--- src/rtl/router_reg_if.sv ---
// -----------------------------------------------------------------------------
// router_reg_if
//
// Bundle between the router FSM / packet source (master side) and the router
// datapath register stage (slave side).
//
//   packet_valid     master->slave  source holds header/payload on datain
//   datain           master->slave  packet byte from the source
//   fifo_full        master->slave  FIFO selected for this packet is full
//   detect_add       master->slave  FSM in decode-address
//   lfd_state        master->slave  FSM in load-first-data
//   ld_state         master->slave  FSM in load-data
//   laf_state        master->slave  FSM in load-after-full
//   full_state       master->slave  FSM in fifo-full
//   rst_int_reg      master->slave  FSM in check-parity-error
//   dout             slave->master  byte presented to the FIFO write port
//   parity_done      slave->master  parity byte has been forwarded
//   low_packet_valid slave->master  packet_valid dropped while FIFO was full
//   err              slave->master  parity mismatch for the current packet
//
// Handshake: there is no valid/ready pair on this bundle. The FSM state
// strobes qualify datain on each rising clk edge; dout is a registered copy
// that the FSM writes into the selected FIFO on the following cycle.
// -----------------------------------------------------------------------------
interface router_reg_if #(
   parameter int WIDTH = 8
);
   logic             packet_valid;
   logic [WIDTH-1:0] datain;
   logic             fifo_full;
   logic             detect_add;
   logic             lfd_state;
   logic             ld_state;
   logic             laf_state;
   logic             full_state;
   logic             rst_int_reg;
   logic [WIDTH-1:0] dout;
   logic             parity_done;
   logic             low_packet_valid;
   logic             err;

   modport master (
      output packet_valid, datain, fifo_full,
      output detect_add, lfd_state, ld_state, laf_state, full_state, rst_int_reg,
      input  dout, parity_done, low_packet_valid, err
   );

   modport slave (
      input  packet_valid, datain, fifo_full,
      input  detect_add, lfd_state, ld_state, laf_state, full_state, rst_int_reg,
      output dout, parity_done, low_packet_valid, err
   );
endinterface

--- src/rtl/router_reg.sv ---
// -----------------------------------------------------------------------------
// router_reg
//
// Datapath register stage of the 1x3 router. Latches the header byte,
// forwards header / payload / parity bytes on dout toward the output FIFOs,
// parks one byte in hold_byte when the selected FIFO fills, and checks the
// running XOR parity of header+payload against the packet's parity byte.
//
// Ports:
//   clk     system clock, all state changes on the rising edge
//   resetn  asynchronous active-low reset
//   bus     router_reg_if.slave, see the interface file for the signal list
//
// Every output is a flop; nothing is combinational from input to output.
// -----------------------------------------------------------------------------
module router_reg #(
   parameter int WIDTH = 8
) (
   input  logic         clk,
   input  logic         resetn,
   router_reg_if.slave  bus
);

   logic [WIDTH-1:0] header_byte;
   logic [WIDTH-1:0] hold_byte;
   logic [WIDTH-1:0] int_parity;
   logic [WIDTH-1:0] pkt_parity;
   logic [WIDTH-1:0] dout_q;
   logic             parity_done_q;
   logic             low_pkt_valid_q;
   logic             err_q;

   assign bus.dout             = dout_q;
   assign bus.parity_done      = parity_done_q;
   assign bus.low_packet_valid = low_pkt_valid_q;
   assign bus.err              = err_q;

   // Header capture: the source drives the header while the FSM decodes it.
   always_ff @(posedge clk or negedge resetn) begin
      if (!resetn) begin
         header_byte <= '0;
      end else if (bus.detect_add && bus.packet_valid) begin
         header_byte <= bus.datain;
      end
   end

   // Output byte path. When the FIFO is full during load-data the incoming
   // byte is parked in hold_byte and dout keeps its last value; the parked
   // byte is released in load-after-full.
   always_ff @(posedge clk or negedge resetn) begin
      if (!resetn) begin
         dout_q    <= '0;
         hold_byte <= '0;
      end else begin
         if (bus.lfd_state) begin
            dout_q <= header_byte;
         end else if (bus.ld_state && !bus.fifo_full) begin
            dout_q <= bus.datain;
         end else if (bus.ld_state && bus.fifo_full) begin
            hold_byte <= bus.datain;
         end else if (bus.laf_state) begin
            dout_q <= hold_byte;
         end
      end
   end

   // Running parity over header and payload. A payload byte diverted into
   // hold_byte is still accumulated here, so it must not be accumulated
   // again when it is released in load-after-full.
   always_ff @(posedge clk or negedge resetn) begin
      if (!resetn) begin
         int_parity <= '0;
      end else if (bus.detect_add) begin
         int_parity <= '0;
      end else if (bus.lfd_state) begin
         int_parity <= int_parity ^ header_byte;
      end else if (bus.ld_state && bus.packet_valid && !bus.full_state) begin
         int_parity <= int_parity ^ bus.datain;
      end
   end

   // The parity byte is the one byte carried in load-data with packet_valid
   // low; capture it once, before parity_done marks the packet finished.
   always_ff @(posedge clk or negedge resetn) begin
      if (!resetn) begin
         pkt_parity <= '0;
      end else if (bus.detect_add) begin
         pkt_parity <= '0;
      end else if (bus.ld_state && !bus.packet_valid && !parity_done_q) begin
         pkt_parity <= bus.datain;
      end
   end

   // Parity byte arrived while the FIFO was full: remember that it is sitting
   // in hold_byte so load-after-full can complete the packet.
   always_ff @(posedge clk or negedge resetn) begin
      if (!resetn) begin
         low_pkt_valid_q <= 1'b0;
      end else if (bus.rst_int_reg || bus.detect_add) begin
         low_pkt_valid_q <= 1'b0;
      end else if (bus.ld_state && !bus.packet_valid && bus.fifo_full) begin
         low_pkt_valid_q <= 1'b1;
      end
   end

   // parity_done rises either when the parity byte is forwarded directly, or
   // when load-after-full releases a parked parity byte.
   always_ff @(posedge clk or negedge resetn) begin
      if (!resetn) begin
         parity_done_q <= 1'b0;
      end else if (bus.detect_add) begin
         parity_done_q <= 1'b0;
      end else if (bus.ld_state && !bus.fifo_full && !bus.packet_valid) begin
         parity_done_q <= 1'b1;
      end else if (bus.laf_state && low_pkt_valid_q && !parity_done_q) begin
         parity_done_q <= 1'b1;
      end
   end

   // Compare one cycle after parity_done so both parity registers are final;
   // the result stays visible until the next packet's decode-address ends.
   always_ff @(posedge clk or negedge resetn) begin
      if (!resetn) begin
         err_q <= 1'b0;
      end else if (bus.detect_add) begin
         err_q <= 1'b0;
      end else if (parity_done_q) begin
         err_q <= (int_parity != pkt_parity);
      end
   end

endmodule

--- src/flat_wrapper.sv ---
// flat-port wrapper written by rule: the top's interface ports become plain ports
module router_reg_flat 
#(
   parameter int WIDTH = 8
)
  (clk, resetn, bus_packet_valid, bus_datain, bus_fifo_full, bus_detect_add, bus_lfd_state, bus_ld_state, bus_laf_state, bus_full_state, bus_rst_int_reg, bus_dout, bus_parity_done, bus_low_packet_valid, bus_err);
  router_reg_if #(.WIDTH(WIDTH)) bus_i ();
  input  logic clk;
  input  logic resetn;
  input wire logic [$bits(bus_i.packet_valid)-1:0] bus_packet_valid;
  input wire logic [$bits(bus_i.datain)-1:0] bus_datain;
  input wire logic [$bits(bus_i.fifo_full)-1:0] bus_fifo_full;
  input wire logic [$bits(bus_i.detect_add)-1:0] bus_detect_add;
  input wire logic [$bits(bus_i.lfd_state)-1:0] bus_lfd_state;
  input wire logic [$bits(bus_i.ld_state)-1:0] bus_ld_state;
  input wire logic [$bits(bus_i.laf_state)-1:0] bus_laf_state;
  input wire logic [$bits(bus_i.full_state)-1:0] bus_full_state;
  input wire logic [$bits(bus_i.rst_int_reg)-1:0] bus_rst_int_reg;
  output wire logic [$bits(bus_i.dout)-1:0] bus_dout;
  output wire logic [$bits(bus_i.parity_done)-1:0] bus_parity_done;
  output wire logic [$bits(bus_i.low_packet_valid)-1:0] bus_low_packet_valid;
  output wire logic [$bits(bus_i.err)-1:0] bus_err;
  assign bus_i.packet_valid = bus_packet_valid;
  assign bus_i.datain = bus_datain;
  assign bus_i.fifo_full = bus_fifo_full;
  assign bus_i.detect_add = bus_detect_add;
  assign bus_i.lfd_state = bus_lfd_state;
  assign bus_i.ld_state = bus_ld_state;
  assign bus_i.laf_state = bus_laf_state;
  assign bus_i.full_state = bus_full_state;
  assign bus_i.rst_int_reg = bus_rst_int_reg;
  assign bus_dout = bus_i.dout;
  assign bus_parity_done = bus_i.parity_done;
  assign bus_low_packet_valid = bus_i.low_packet_valid;
  assign bus_err = bus_i.err;
  router_reg #(.WIDTH(WIDTH)) u_core (.clk(clk), .resetn(resetn), .bus(bus_i));
endmodule
--- config.mk ---
export PLATFORM = sky130hd
export DESIGN_NAME = router_reg_flat
export DESIGN_NICKNAME = d
export VERILOG_FILES = /design/src/rtl/router_reg_if.sv /design/src/rtl/router_reg.sv /design/src/flat_wrapper.sv
export SDC_FILE = /design/constraint.sdc
export NUM_CORES = 1
export LEC_CHECK = 0
export CORE_AREA = 2 2 52 78
export CTS_CLUSTER_DIAMETER = 150
export DETAILED_ROUTE_END_ITERATION = 10
export DIE_AREA = 0 0 54 80
export PLACE_DENSITY = 0.83
export SLEW_MARGIN = 10
export SYNTH_ARGS = -nofsm -noshare
export SYNTH_HDL_FRONTEND = slang
export SYNTH_SLANG_ARGS = --single-unit
--- constraint.sdc ---
create_clock -name clk -period 2 [get_ports clk]
set_input_delay 0.2 -clock clk [delete_from_list [all_inputs] [get_ports clk]]
set_output_delay 0.2 -clock clk [all_outputs]
set_load 0.02 [all_outputs]
==> impl_results.md <==
* Clock skew at 5.63 ps
* Fin. max-slew vios at 0
* Cell taking the most area after synthesis: dfrtp_1
* Htree depth at 2
* Max_cap viols at 0
* Final period utilization at 80.3%
* CTS Sinks at 43
* Core area at about 3600 sq um
* Area fraction in compound gates after synthesis at 5.41%
* Ant. Diodes at 0
* Routed Antenna Nets at 0
* Warnings, synthesis at 0
* Xor and xnor area share after synthesis at 6.80%
* CTS buffer count at 5
* CTS tree: yes
* CTS Root Cell: clkbuf_8
* HPWL Detailed at 3010 um
* Netlist cell types at 28
* First-pass GRT wire length at 6580 um
* Die Height at 80 um
* Routed wire length at 4020 um
* PD cells at 934 nW/um^2
* Core Util, Final at between 60% and 70%
* Fmax at 622 MHz
* Nets at about 230
* Area delta synth->final at 22.6%
* Cells after Synth at 174
* Number of setup buffers added after CTS at 0
* DP Area at between 2000 and 2500 sq um
* Adder-cell share of the synthesized area at 0%
* Crit-path slowest cell: clkdlybuf4s50_1
* Post-CTS Hold Buffers at 1
* CP required at 1800 ps
* GR Overflow Total at 0
* Resized cells post-CTS at 0
* Post-Syn Area at 2060 sq um
* Final setup TNS at 0 ps
* Max IR drop VDD at about 0.89 mV
* Initial antenna violation count at 0
* Clk buf depth at 2
* Mux cell area share after synthesis at about a quarter
* Outcome: completed
* Initial Util at 56.4%
* Dominant cells by area after synthesis: dfrtp_1, mux2_2, mux2i_1, xnor2_1, nor2_1
* Std-Cell Rows at 27
* Buffers plus inverters on the worst setup path at 1
* Worst slew margin at 64.9%
* Top cell type's share of synthesized area at between 50% and 60%
* Sequential area share after synthesis at 52.2%
* Worst setup EP type: output port
* Delay-heaviest family, CP: buffers and inverters
* Die X at 54 um
* Syn avg cell area at 11.8 sq um
* Simple-gate share of the synthesized area at 8.44%
* Kind of critical path: reg2out
* CP max FO at 5
* Period minus WS final at 1610 ps
* Worst-margin pin slew at 521 ps
* DR DRC count at 0
* IO Count at 29
* DRT iter0 DRCs at 33
* Pleak at 1.10 nW
* GP Congestion at 0.755
* Worst EP arrival at 1410 ps
* Via count at ~1400
* DR WL/cell at 15.9 um
* Tot GR Track Use at 21.1%
* PortBufs at 28
* Largest net degree at the start of global routing at 44
* Final Hold Viols at 0
* Die ar. at 4320 sq um
* Largest family of logic cells by synthesized area: multiplexers
* Setup ws final at 393 ps
* DR pass1 iterations at 4
* CP max stage delay at 650 ps
* Pre-CTS WS at 167 ps
* Vias per cell at 5.45
* Clock slew at reported path FFs at 70 ps
* Post-Syn Nets at about 190
* Synth Register Bits at 43
* CP cell instances: clkdlybuf4s50_1
* CP Launch Type: flip-flop
* RSZ-0062 raised after global routing: no
* Vias in the first global route at 1444
* Worst min path class: in2reg
* Post-route cell area at approximately 2500 sq um
* Share of cells above drive strength 1 at 18.7%
* Clock latency on the worst-skew pair at 290 ps
* Finish-stage setup viols at 0
==> placed cells by master (no fill, tap or decap), types with 2 or more instances in the layout <==
cell,n
a21oi_1,8
buf_4,5
bufinv_16,2
clkbuf_8,5
clkdlybuf4s50_1,27
dfrtp_1,43
mux2_2,23
mux2i_1,24
nand2_1,10
nand2b_1,2
nor2_1,20
o21ai_0,8
xnor2_1,13
xor2_1,3
==> worst paths after layout <==
path	start	end	slack [ps]	cells past startpoint
setup / recovery	u_core.bus.parity_done	bus_parity_done	390	1
hold / removal	bus_rst_int_reg	u_core.bus.low_packet_valid	450	2
setup reg to reg	u_core.int_parity[4]	u_core.bus.err	590	4
hold reg to reg	u_core.bus.dout[0]	u_core.bus.dout[0]	480	2
max in group asynchronous	resetn	u_core.bus.low_packet_valid	1130	3
min in group asynchronous	resetn	u_core.bus.dout[2]	510	3
==> cells in the mapped netlist, drive strengths merged <==
library cell,count
buf,6
a21oi,9
a211oi,1
nand2b,2
nor3,1
nor4,1
nand4,1
o21ai,8
mux2,24
xor2,3
nand2,10
nand3b,1
mux2i,24
nor2,21
dfrtp,43
or2,2
a31oi,1
clkbuf,1
xnor2,13
a311oi,1
inv,1
==> kinds of logic after synthesis <==
| kind of cell | count (synthesis) |
|---|---|
| muxes | 48 |
| DFF | 43 |
| and+or+nand+nor | 39 |
| AOI/OAI and AO/OA | 20 |
| xor gates and xnor gates | 16 |
| buffers and inverters | 8 |
==> routing by layer <==
metal,GRT usage [%],wire (um),part of all wire (%),up-vias
met5,0,0,0,-
met4,9.50,96,2.4,0
met3,4.49,132,3.3,7
met2,36.5,2100,52,21
met1,24.0,1690,42,676
li1,-,-,-,670
==> metrics by stage <==
step | cells | hold WS, ps | total power, mW
2_1_floorplan | 174 | -95.6 | 1.39
6_report | 252 | 453 | 2.36
4_1_cts | 252 | 446 | 2.39
5_1_grt | 252 | 453 | 2.48
3_5_place_dp | 243 | 297 | 1.60
3_3_place_gp | 243 | 287 | 1.57
==> where the power goes <==
group	internal, mW	switching, mW
clock	0.499	0.283
combinational	0.270	0.232
sequential	0.993	0.0823
==> sequential cells by signal (all words and copies together) (netlist names) <==
signal                       count
u_core.bus.parity_done           1
u_core.bus.low_packet_valid      1
u_core.bus.err                   1
u_core.bus.dout                  8
u_core.header_byte               8
u_core.pkt_parity                8
u_core.hold_byte                 8
u_core.int_parity                8
==> cell type report <==
type	instances	area [sq um]
timing repair buffer	34	323
fill	276	1120
clock inverter	2	60.1
clock buffer	6	72.6
inverter	1	3.75
multi-input combinational	123	936
sequential	43	1080
tap	43	53.8
(Power assumes the default switching activity.)
